==> src/rtl/pipe_pkg.sv <==
// Shared definitions for the pipeline stage registers: occupancy states, per-stage
// bundle widths and control-bit positions.
package pipe_pkg;

    // Encoding is {main_valid, skid_valid}; 2'b01 is unreachable.
    typedef enum logic [1:0] {
        StEmpty = 2'b00,
        StBusy  = 2'b10,
        StFull  = 2'b11
    } state_e;

    localparam state_e ST_EMPTY = StEmpty;
    localparam state_e ST_BUSY  = StBusy;
    localparam state_e ST_FULL  = StFull;

    localparam int unsigned CTRL_W_DEFAULT      = 6;
    localparam int unsigned DATA_W_DEFAULT      = 160;
    localparam int unsigned STALL_CNT_W_DEFAULT = 16;

    localparam int unsigned IF_ID_DATA_W  = 64;
    localparam int unsigned ID_EX_DATA_W  = 160;
    localparam int unsigned EX_MEM_DATA_W = 107;
    localparam int unsigned MEM_WB_DATA_W = 69;

    localparam int unsigned CTL_JUMP     = 0;
    localparam int unsigned CTL_BRANCH   = 1;
    localparam int unsigned CTL_MEMREAD  = 2;
    localparam int unsigned CTL_MEMTOREG = 3;
    localparam int unsigned CTL_MEMWRITE = 4;
    localparam int unsigned CTL_REGWRITE = 5;

endpackage

==> src/rtl/pipe_slot.sv <==
// One holding register of a pipeline stage: load-enabled, synchronously cleared.
module pipe_slot #(
    parameter int unsigned Width = 8
) (
    input  logic             clk_i,
    input  logic             clr_i,
    input  logic             load_i,
    input  logic [Width-1:0] d_i,
    output logic [Width-1:0] q_o
);

    logic [Width-1:0] data_q;

    always_ff @(posedge clk_i) begin
        if (clr_i) begin
            data_q <= '0;
        end else if (load_i) begin
            data_q <= d_i;
        end
    end

    assign q_o = data_q;

endmodule

==> src/rtl/pipe_stage_skid.sv <==
// Valid/ready pipeline stage with a two-entry skid buffer, flush and a saturating
// stall counter. in_ready_o depends only on registered state.
module pipe_stage_skid
    import pipe_pkg::*;
#(
    parameter int unsigned CTRL_W      = CTRL_W_DEFAULT,
    parameter int unsigned DATA_W      = DATA_W_DEFAULT,
    parameter int unsigned STALL_CNT_W = STALL_CNT_W_DEFAULT
) (
    input  logic                   clk_i,
    input  logic                   rst_i,
    input  logic                   flush_i,
    input  logic                   in_valid_i,
    output logic                   in_ready_o,
    input  logic [CTRL_W-1:0]      in_ctrl_i,
    input  logic [DATA_W-1:0]      in_data_i,
    output logic                   out_valid_o,
    input  logic                   out_ready_i,
    output logic [CTRL_W-1:0]      out_ctrl_o,
    output logic [DATA_W-1:0]      out_data_o,
    output logic [STALL_CNT_W-1:0] stall_count_o
);

    localparam int unsigned SlotW = CTRL_W + DATA_W;

    state_e                 state_q, state_d;
    logic [STALL_CNT_W-1:0] stall_q, stall_d;
    logic                   accept, retire;
    logic                   main_load, skid_load;
    logic [SlotW-1:0]       in_slot, main_d, main_q, skid_q;

    assign in_slot     = {in_ctrl_i, in_data_i};
    assign in_ready_o  = (state_q != StFull);
    assign out_valid_o = (state_q != StEmpty);
    assign accept      = in_valid_i & in_ready_o;
    assign retire      = out_valid_o & out_ready_i;

    always_comb begin
        state_d   = state_q;
        main_load = 1'b0;
        skid_load = 1'b0;
        main_d    = in_slot;
        unique case (state_q)
            StEmpty: begin
                if (accept) begin
                    main_load = 1'b1;
                    state_d   = StBusy;
                end
            end
            StBusy: begin
                if (accept && retire) begin
                    main_load = 1'b1;
                end else if (accept) begin
                    skid_load = 1'b1;
                    state_d   = StFull;
                end else if (retire) begin
                    state_d = StEmpty;
                end
            end
            StFull: begin
                if (retire) begin
                    main_d    = skid_q;
                    main_load = 1'b1;
                    state_d   = StBusy;
                end
            end
            default: state_d = StEmpty;
        endcase
        // Flush drops held beats but leaves stale data in the slots.
        if (flush_i) begin
            state_d   = StEmpty;
            main_load = 1'b0;
            skid_load = 1'b0;
        end
    end

    always_comb begin
        stall_d = stall_q;
        if (out_valid_o && !out_ready_i && (stall_q != '1)) begin
            stall_d = stall_q + 1'b1;
        end
    end

    always_ff @(posedge clk_i) begin
        if (rst_i) begin
            state_q <= StEmpty;
            stall_q <= '0;
        end else begin
            state_q <= state_d;
            stall_q <= stall_d;
        end
    end

    pipe_slot #(
        .Width (SlotW)
    ) u_main (
        .clk_i  (clk_i),
        .clr_i  (rst_i),
        .load_i (main_load),
        .d_i    (main_d),
        .q_o    (main_q)
    );

    pipe_slot #(
        .Width (SlotW)
    ) u_skid (
        .clk_i  (clk_i),
        .clr_i  (rst_i),
        .load_i (skid_load),
        .d_i    (in_slot),
        .q_o    (skid_q)
    );

    // Bubbles must never carry MemWrite/RegWrite downstream.
    assign out_ctrl_o    = out_valid_o ? main_q[SlotW-1 -: CTRL_W] : '0;
    assign out_data_o    = main_q[DATA_W-1:0];
    assign stall_count_o = stall_q;

endmodule
==> config.mk <==
export PLATFORM = sky130hd
export DESIGN_NAME = pipe_stage_skid
export DESIGN_NICKNAME = d
export VERILOG_FILES = /design/src/rtl/pipe_pkg.sv /design/src/rtl/pipe_slot.sv /design/src/rtl/pipe_stage_skid.sv
export SDC_FILE = /design/constraint.sdc
export NUM_CORES = 1
export LEC_CHECK = 0
export ABC_AREA = 0
export BUFFER_PORTS_ARGS = -buffer_cell sky130_fd_sc_hd__buf_2
export CAP_MARGIN = 10
export CORE_MARGIN = 2
export CORE_UTILIZATION = 45
export DETAILED_ROUTE_END_ITERATION = 12
export GPL_TIMING_DRIVEN = 0
export MAX_ROUTING_LAYER = met4
export PLACE_DENSITY_LB_ADDON = 0.3
export SLEW_MARGIN = 25
export SYNTH_ARGS = -nofsm -noshare
export SYNTH_HDL_FRONTEND = slang
export SYNTH_SLANG_ARGS = --single-unit
==> constraint.sdc <==
create_clock -name clk_i -period 5.4 [get_ports clk_i]
set_input_delay 0.27 -clock clk_i [delete_from_list [all_inputs] [get_ports clk_i]]
set_output_delay 0.27 -clock clk_i [all_outputs]
set_load 0.05 [all_outputs]
### After elaboration in Yosys (flattened, before gate mapping)

Cells that the tools add are included.

* output and inout port bits: 184
* register bits after elaboration: 350

* $add $sub $neg: 1
* eq/ne operators: 8
* bitwise operators: 2
* reductions and logical operators: 8
* multiplexer cells: 17

Operators with widths (number)
* 166-bit 2-to-1 mux: 2
* 16-bit by 1-bit adder with 16-bit output, second input constant: 1
* 16-bit inequality test, second input constant: 1
* 2-bit 2-to-1 mux: 5
* 2-bit inequality test, second input constant: 4
* 1-bit 2-to-1 mux: 7
* 6-bit 2-to-1 mux: 1
* 2-bit one-hot mux with 3 select lines: 1
* 2-bit equality test, second input constant: 2
* 4-bit AND reduction: 1
* 1-bit logical AND: 3
* 3-bit inequality test, second input constant: 1
* 1-bit one-hot mux with 3 select lines: 1
* 1-bit AND: 2
* 2-bit zero test: 1
* 2-bit nonzero test: 1
* 2-bit OR reduction: 1
* 1-bit zero test: 1

### Depth between registers and ports, before layout

Gate-level depths: netlist of the first run.

* depth after elaboration: 6
* gate-level depth with buffers: 10
* depth with buffers taken out: 6

### Hierarchy

From an unflattened synthesis of the first run, not the netlist that was laid out.

* cell total of the unflattened synthesis: 1386
* area, all modules: 15119.5 um^2

Modules (own cells, without submodules)
* pipe_slot: instances 2, area each 6019.5 um^2, cells each 535
* pipe_stage_skid: instances 1, area each 3080.5 um^2, cells each 316

### Least setup slack after synthesis of the first run

OpenSTA, ideal clock, no wires.

* kind: register to register
* from: register stall_q[0], in the netlist stall_count_o[0]
* to: register stall_q[2], in the netlist stall_count_o[2]
* library setup time: 0.091 ns
* period minus slack after synthesis: 2.202 ns
* stages on the path, launching flop included: 7
* required time: 5.309 ns
* path slack: 3.198 ns
* arrival: 2.111 ns
* cell sequence: dfxtp_1 ha_1 nand3_1 nor4_1 clkbuf_1 nor2_1 a311oi_1

* cells in the longest elaborated chain, start to end: 2
* elaborated cells on any way between the ends: 3
* classes of those cells: add/sub: 1; eq/ne: 1; reduce/logical: 1

RTL lines
* start: declaration: line pipe_stage_skid.sv:27 `logic [STALL_CNT_W-1:0] stall_q, stall_d;`
* start signal: assignment: line pipe_stage_skid.sv:90 `stall_q <= stall_d;`
* branches (longest 2 deep; another with 16-bit by 1-bit adder with 16-bit output)

Several ways; the timed one is not identified.
A chain may end at the register's enable or synchronous reset.

### Worst setup path after layout of the first run

* from: register state_q[0]
* to: register u_main.data_q[141], in the netlist u_main.q_o[141]

* cells in the longest elaborated chain, start to end: 6
* elaborated cells on any way between the ends: 15
* classes of those cells: eq/ne: 3; mux: 7; bitwise: 2; reduce/logical: 3

RTL lines
* start: declaration: line pipe_stage_skid.sv:26 `state_e state_q, state_d;`
* start signal: assignment: line pipe_stage_skid.sv:86 `state_q <= StEmpty;`
* start signal: assignment: line pipe_stage_skid.sv:89 `state_q <= state_d;`
* 2-bit inequality test / 2-bit nonzero test (equally long branches): line pipe_stage_skid.sv:33, pipe_stage_skid.sv:34
* 1-bit AND, on equally long branches: line pipe_stage_skid.sv:35, pipe_stage_skid.sv:36
* 1-bit logical AND: line pipe_stage_skid.sv:51 `if (accept && retire) begin`
* 1-bit 2-to-1 mux: line pipe_stage_skid.sv:51
* 1-bit one-hot mux with 3 select lines: line pipe_stage_skid.sv:43 `unique case (state_q)`
* 1-bit 2-to-1 mux: line pipe_stage_skid.sv:70 `if (flush_i) begin`
* end signal: assignment: line pipe_slot.sv:18 `data_q <= d_i;`
* end: declaration: line pipe_slot.sv:12 `logic [Width-1:0] data_q;`

Several ways; a longest one is shown, not always the timed one.

==> metrics, run 1 <==
most common cell in the netlist nand2_1; Via density 5.26; cell area after synthesis 15200 µm²; vias in the first global route 14800; area leader, netlist dfxtp_1; count of cell types in the netlist 34; CP Cell Sequence inv_1, ha_1, clkbuf_1, nand3b_1, o32ai_4, clkbuf_1, buf_2, a311oi_1; I/O Buffers 353; yosys warns 0; Leakage 8.42 nW; crit-path most repeated cell clkbuf_1; Final Hold Vio Count 0; HP Start in_data_i[40]; fmax 311 MHz; global-route wire length before repair 75.5 mm; Final setup viols 0; die area 35400 µm²; routed len/inst 16.1 µm; Seq/Total Area, Yosys 46.0%; worst r2r dst u_main.q_o[141]$_SDFFE_PP0P_; Primary FF master, synth dfxtp_1; syn_nets 2129; area added between synthesis and finish 32.5%; Max Root-Sink Buffers 3; synth cell count leaders nand2_1, dfxtp_1, a21oi_1; CP endpoint kind flop; Min-Delay Endpoint u_skid.q_o[40]$_SDFFE_PP0P_; hold path depth 3; Num CTS Buffers 39; Critical Path RT 5770 ps; post-CTS setup repair buffer count 0; Root Driver clkbuf_16; die width 188 µm; fin crit period 3210 ps; Final Max Slew Viols 0; Max-Cap Viols 0; CORE AREA 33400 µm²; clock latency on the worst-skew pair 530 ps; Post-synth ARST share 0%; fillcell total 2995; first-iteration detailed-routing DRC count 1062; grt ovf 0; Routed Wire Length 47.7 mm; Post-DP HPWL 32.7 mm; non-filler cells in the finished layout 2960; worst setup path start state_q[0]$_SDFFE_PP0P_; Initial Util 45.6%; Critical path buffers and inverters 4; setup tns final 0 ps; die height 188 µm; mean post-synth cell area 7.80 µm²; H-tree depth 2; share of the synthesized area in the top cell type 46.0%; routed vias 15600; Slowest cell on crit path clkbuf_1; Worst slew margin 31.0%; # placed instances 2754; Slew @ Worst Pin 1040 ps; Worst Hold Class in -> reg; Clock Skew 11.7 ps; Top-Level Pins 355; maximum vdd drop 252 µV; Placer Congestion 0.905; post-route ant nets 0; Worst-path clk slew 60 ps; status completed; number of antenna violations at the first check in global routing 5; unrepaired setup endpoints after global routing false; r2r setup slk 2190 ps; worst reg2reg path depth 8; largest net degree at the start of global routing 14; clk sink count 350; period utilization 59.5%; CTS Hold Buffers Added 133; Worst Setup Start Kind flop; Post-synth EDFFs 0; PwrDens 323 nW/µm²; largest cells by area after synthesis dfxtp_1, nand2_1, a311oi_1; CP arrival 3580 ps; # nets final 2656; setup slack after layout 2190 ps; #FFs+latches synth 350; cts repair resizes 0; Worst Path Max Fanout 10; RR Startpoint state_q[0]$_SDFFE_PP0P_; fraction of layout cells with a size suffix above 1 24.4%; std cell rows 67; DR pass1 iterations 5; CP Class reg -> reg; pre-CTS setup slack 2240 ps; Post-Syn Instances 1953; CP max stage delay 720 ps; crit-path leading delay family buffers and inverters; TritonCTS clock tree built; DRC viols 0; All-Layer GR Usage 26.9%
==> logic make-up (layout without fill, tap and decap cells) <==
| logic type | Yosys count | after routing | share of synthesized area (%) |
|---|---|---|---|
| and+or+nand+nor | 890 | 890 | 24.1 |
| AOI/OAI and AO/OA | 366 | 366 | 16.4 |
| DFF | 350 | 350 | 46.0 |
| buffers and inverters | 337 | 892 | 12.8 |
| adders and majority gates | 5 | 5 | 0.410 |
| muxes | 4 | 4 | 0.271 |
| xor gates and xnor gates | 1 | 1 | 0.0575 |
| other | 0 | 4 | 0 |
==> layer usage <==
layer	up-vias	part of all wire, %	global-route usage, %
met5	-	0	-
met4	0	3.5	10.4
met3	113	7.3	4.79
met2	600	47	44.2
met1	7241	42	32.8
li1	7606	-	-
==> through the flow <==
step	hold slack, ps	utilization [%]	instance area (µm²)	power [mW]
5_1_grt	2.90	60.4	20200	6.77
4_1_cts	0.185	60.4	20200	6.56
2_1_floorplan	406	-	15200	3.53
3_5_place_dp	447	52.5	17600	3.81
6_report	11.8	60.4	20200	6.53
3_3_place_gp	442	52.5	17600	3.80
==> worst register-to-register path, stage by stage (launching register included) <==
cell	delay, ps
dfxtp_1	390
inv_1	80
ha_1	230
clkbuf_1	220
nand3b_1	370
o32ai_4	480
clkbuf_1	730
buf_2	390
a311oi_1	160
==> cells in the final DEF (no fill, tap or decap), types with 2 or more instances in the layout <==
cell,n
nand2_1,505
buf_2,376
dfxtp_1,350
a21oi_1,183
nor2_1,173
buf_4,172
nand3_1,170
a311oi_1,167
clkbuf_1,141
dlygate4sd3_1,133
clkbuf_16,39
or3_1,10
clkbuf_8,10
o21ai_0,8
nor2b_1,8
nand4_1,7
or4_1,5
inv_1,5
ha_1,5
clkinv_2,5
diode_2,4
o31ai_1,4
mux2i_1,3
nand3b_1,3
buf_1,3
inv_6,3
bufinv_16,3
and4_1,2
nor3_1,2
==> final cells by class <==
type / count / area (µm²) / area share, %
flip-flops and latches: 350 / 7010 / 34.7
multi-input cells: 1266 / 6290 / 31.1
repair buffers: 486 / 3100 / 15.3
plain buffers: 332 / 1930 / 9.54
clock buffers: 57 / 1140 / 5.66
well taps: 448 / 561 / 2.77
clock inverters: 12 / 149 / 0.737
inverters: 5 / 18.8 / 0.0929
diodes: 4 / 10.0 / 0.0495
==> flip-flops by register name (all words and copies together) (netlist names) <==
name,cells
stall_count_o,16
state_q,2
u_main.q_o,166
u_skid.q_o,166
==> power by group <==
group          leakage, nW  internal, mW  total (mW)  switching, mW
Combinational         4.93         0.391        1.08          0.690
Sequential            2.85          2.70        2.76         0.0613
Clock                0.638          1.61        2.69           1.08
Total                 8.42          4.70        6.53           1.83
==> worst max path at each step <==
stage,end,cells past startpoint
after floorplan,stall_count_o[2]$_SDFFE_PP0P_,6
after global placement,u_main.q_o[118]$_SDFFE_PP0P_,8
after detailed placement,u_main.q_o[117]$_SDFFE_PP0P_,8
after CTS,u_main.q_o[141]$_SDFFE_PP0P_,8
after global routing,u_main.q_o[141]$_SDFFE_PP0P_,8
final,u_main.q_o[141]$_SDFFE_PP0P_,8
No activity file was read; power rests on OpenSTA's default activity.
==> run 2: changes to the inputs <==
Clock period 5.4 ns to 3.3 ns, I/O delays scaled along.
==> metrics, run 2 (same netlist as run 1, synthesis figures left out) <==
status completed; Placer Congestion 0.905; All-Layer GR Usage 27.3%; commonest non-fill, non-tap cell in the layout nand2_1; Via density 5.26; CP Class reg -> reg; post-place instance area 17600 µm²; DRC viols 0; Worst Path Max Fanout 10; maximum vdd drop 414 µV; std cell rows 67; post-route ant nets 0; post-CTS setup repair buffer count 0; DR pass1 iterations 6; worst reg2reg path depth 9; unrepaired setup endpoints after global routing false; TritonCTS clock tree built; Leakage 8.57 nW; Pwr Total 10.7 mW; vias in the first global route 15000; Worst Setup Start Kind flop; grt ovf 0; global-route wire length before repair 76.8 mm; fin crit period 3100 ps; die height 188 µm; CORE AREA 33400 µm²; Top-Level Pins 355; H-tree depth 2; Routed Wire Length 48.6 mm; Worst Hold Class in -> reg; clk sink count 350; Num CTS Buffers 39; fmax 323 MHz; clock latency on the worst-skew pair 520 ps; largest net degree at the start of global routing 14; # nets final 2689; PwrDens 523 nW/µm²; routed len/inst 16.2 µm; die width 188 µm; period utilization 93.8%; fraction of layout cells with a size suffix above 1 24.2%; hold path depth 3; Critical Path RT 3690 ps; routed vias 15800; commonest cells after routing, fill and taps aside nand2_1, buf_2, dfxtp_1; setup tns final 0 ps; Max-Cap Viols 0; I/O Buffers 353; Post-DP HPWL 32.7 mm; Worst slew margin 31.4%; Final Hold Vio Count 0; Final setup viols 0; CP arrival 3490 ps; number of antenna violations at the first check in global routing 5; Clock Skew 12.0 ps; area added between synthesis and finish 34.7%; Max Root-Sink Buffers 3; Root Driver clkbuf_16; first-iteration detailed-routing DRC count 914; r2r setup slk 200 ps; die area 35400 µm²; Slew @ Worst Pin 1030 ps; fillcell total 2930; Worst-path clk slew 60 ps; Initial Util 45.6%; Final Max Slew Viols 0; Finished Cell Area 20500 µm²; CP endpoint kind flop
run 2: cell types whose count changed in the layout (fill, tap and decap cells not counted):
| cell | before | now |
|---|---|---|
| diode_2 | 4 | 5 |
| clkbuf_2 | 0 | 2 |
| dlygate4sd3_1 | 133 | 166 |
| clkbuf_1 | 141 | 139 |
run 2: metal layers:
layer,GRT usage (%),vias up,wire (µm)
met1,33.1,7351,20400
li1,-,7667,-
met4,10.4,0,1730
met5,-,-,0
met2,45.3,627,23200
met3,4.72,117,3310
run 2: final cells by class:
type	instances	area, µm²	share of cell area, %
buffer	332	1930	9.40
sequential	350	7010	34.1
clock inverter	12	149	0.725
clock buffer	57	1140	5.57
timing repair buffer	519	3430	16.7
antenna	5	12.5	0.0609
multi-input combinational	1266	6290	30.6
tap	448	561	2.73
inverter	5	18.8	0.0914
run 2: repair_timing:
action | in CTS | in global routing
endpoints found under the hold margin | 332 | 0
endpoints found under the setup margin | 0 | 93
gates resized for setup | 0 | 6
hold buffers | 166 | 0
run 2: path summary, 6_finish.rpt:
| path | startpoint | end |
|---|---|---|
| min reg2reg | u_skid.q_o[22]$_SDFFE_PP0P_ | u_skid.q_o[22]$_SDFFE_PP0P_ |
| max reg2reg | state_q[0]$_SDFFE_PP0P_ | u_main.q_o[141]$_SDFFE_PP0P_ |
| min | flush_i | state_q[0]$_SDFFE_PP0P_ |
| max | state_q[0]$_SDFFE_PP0P_ | u_main.q_o[141]$_SDFFE_PP0P_ |
run 2: where the power goes:
group	switching [mW]	total (mW)	internal [mW]
clock	1.77	4.41	2.64
combinational	1.14	1.81	0.666
sequential	0.102	4.52	4.41
total	3.01	10.7	7.72
run 2: critical path, stage by stage (launching register included):
cell,delay (ps)
dfxtp_1,390
inv_1,80
ha_1,230
clkbuf_1,220
nand3b_1,380
o32ai_4,500
buf_2,480
buf_4,270
nor2_1,60
a311oi_1,350
run 2: per-stage QoR:
stage          worst slack [ps]  std cells  utilization, %  hold slack [ps]
2_1_floorplan              1100       1953               -              301
3_3_place_gp                171       2754            52.5              417
3_5_place_dp                144       2754            52.5              424
4_1_cts                    64.1       2989            61.4             10.3
5_1_grt                    2.00       2994            61.4             30.4
6_report                    204       2994            61.4             35.0
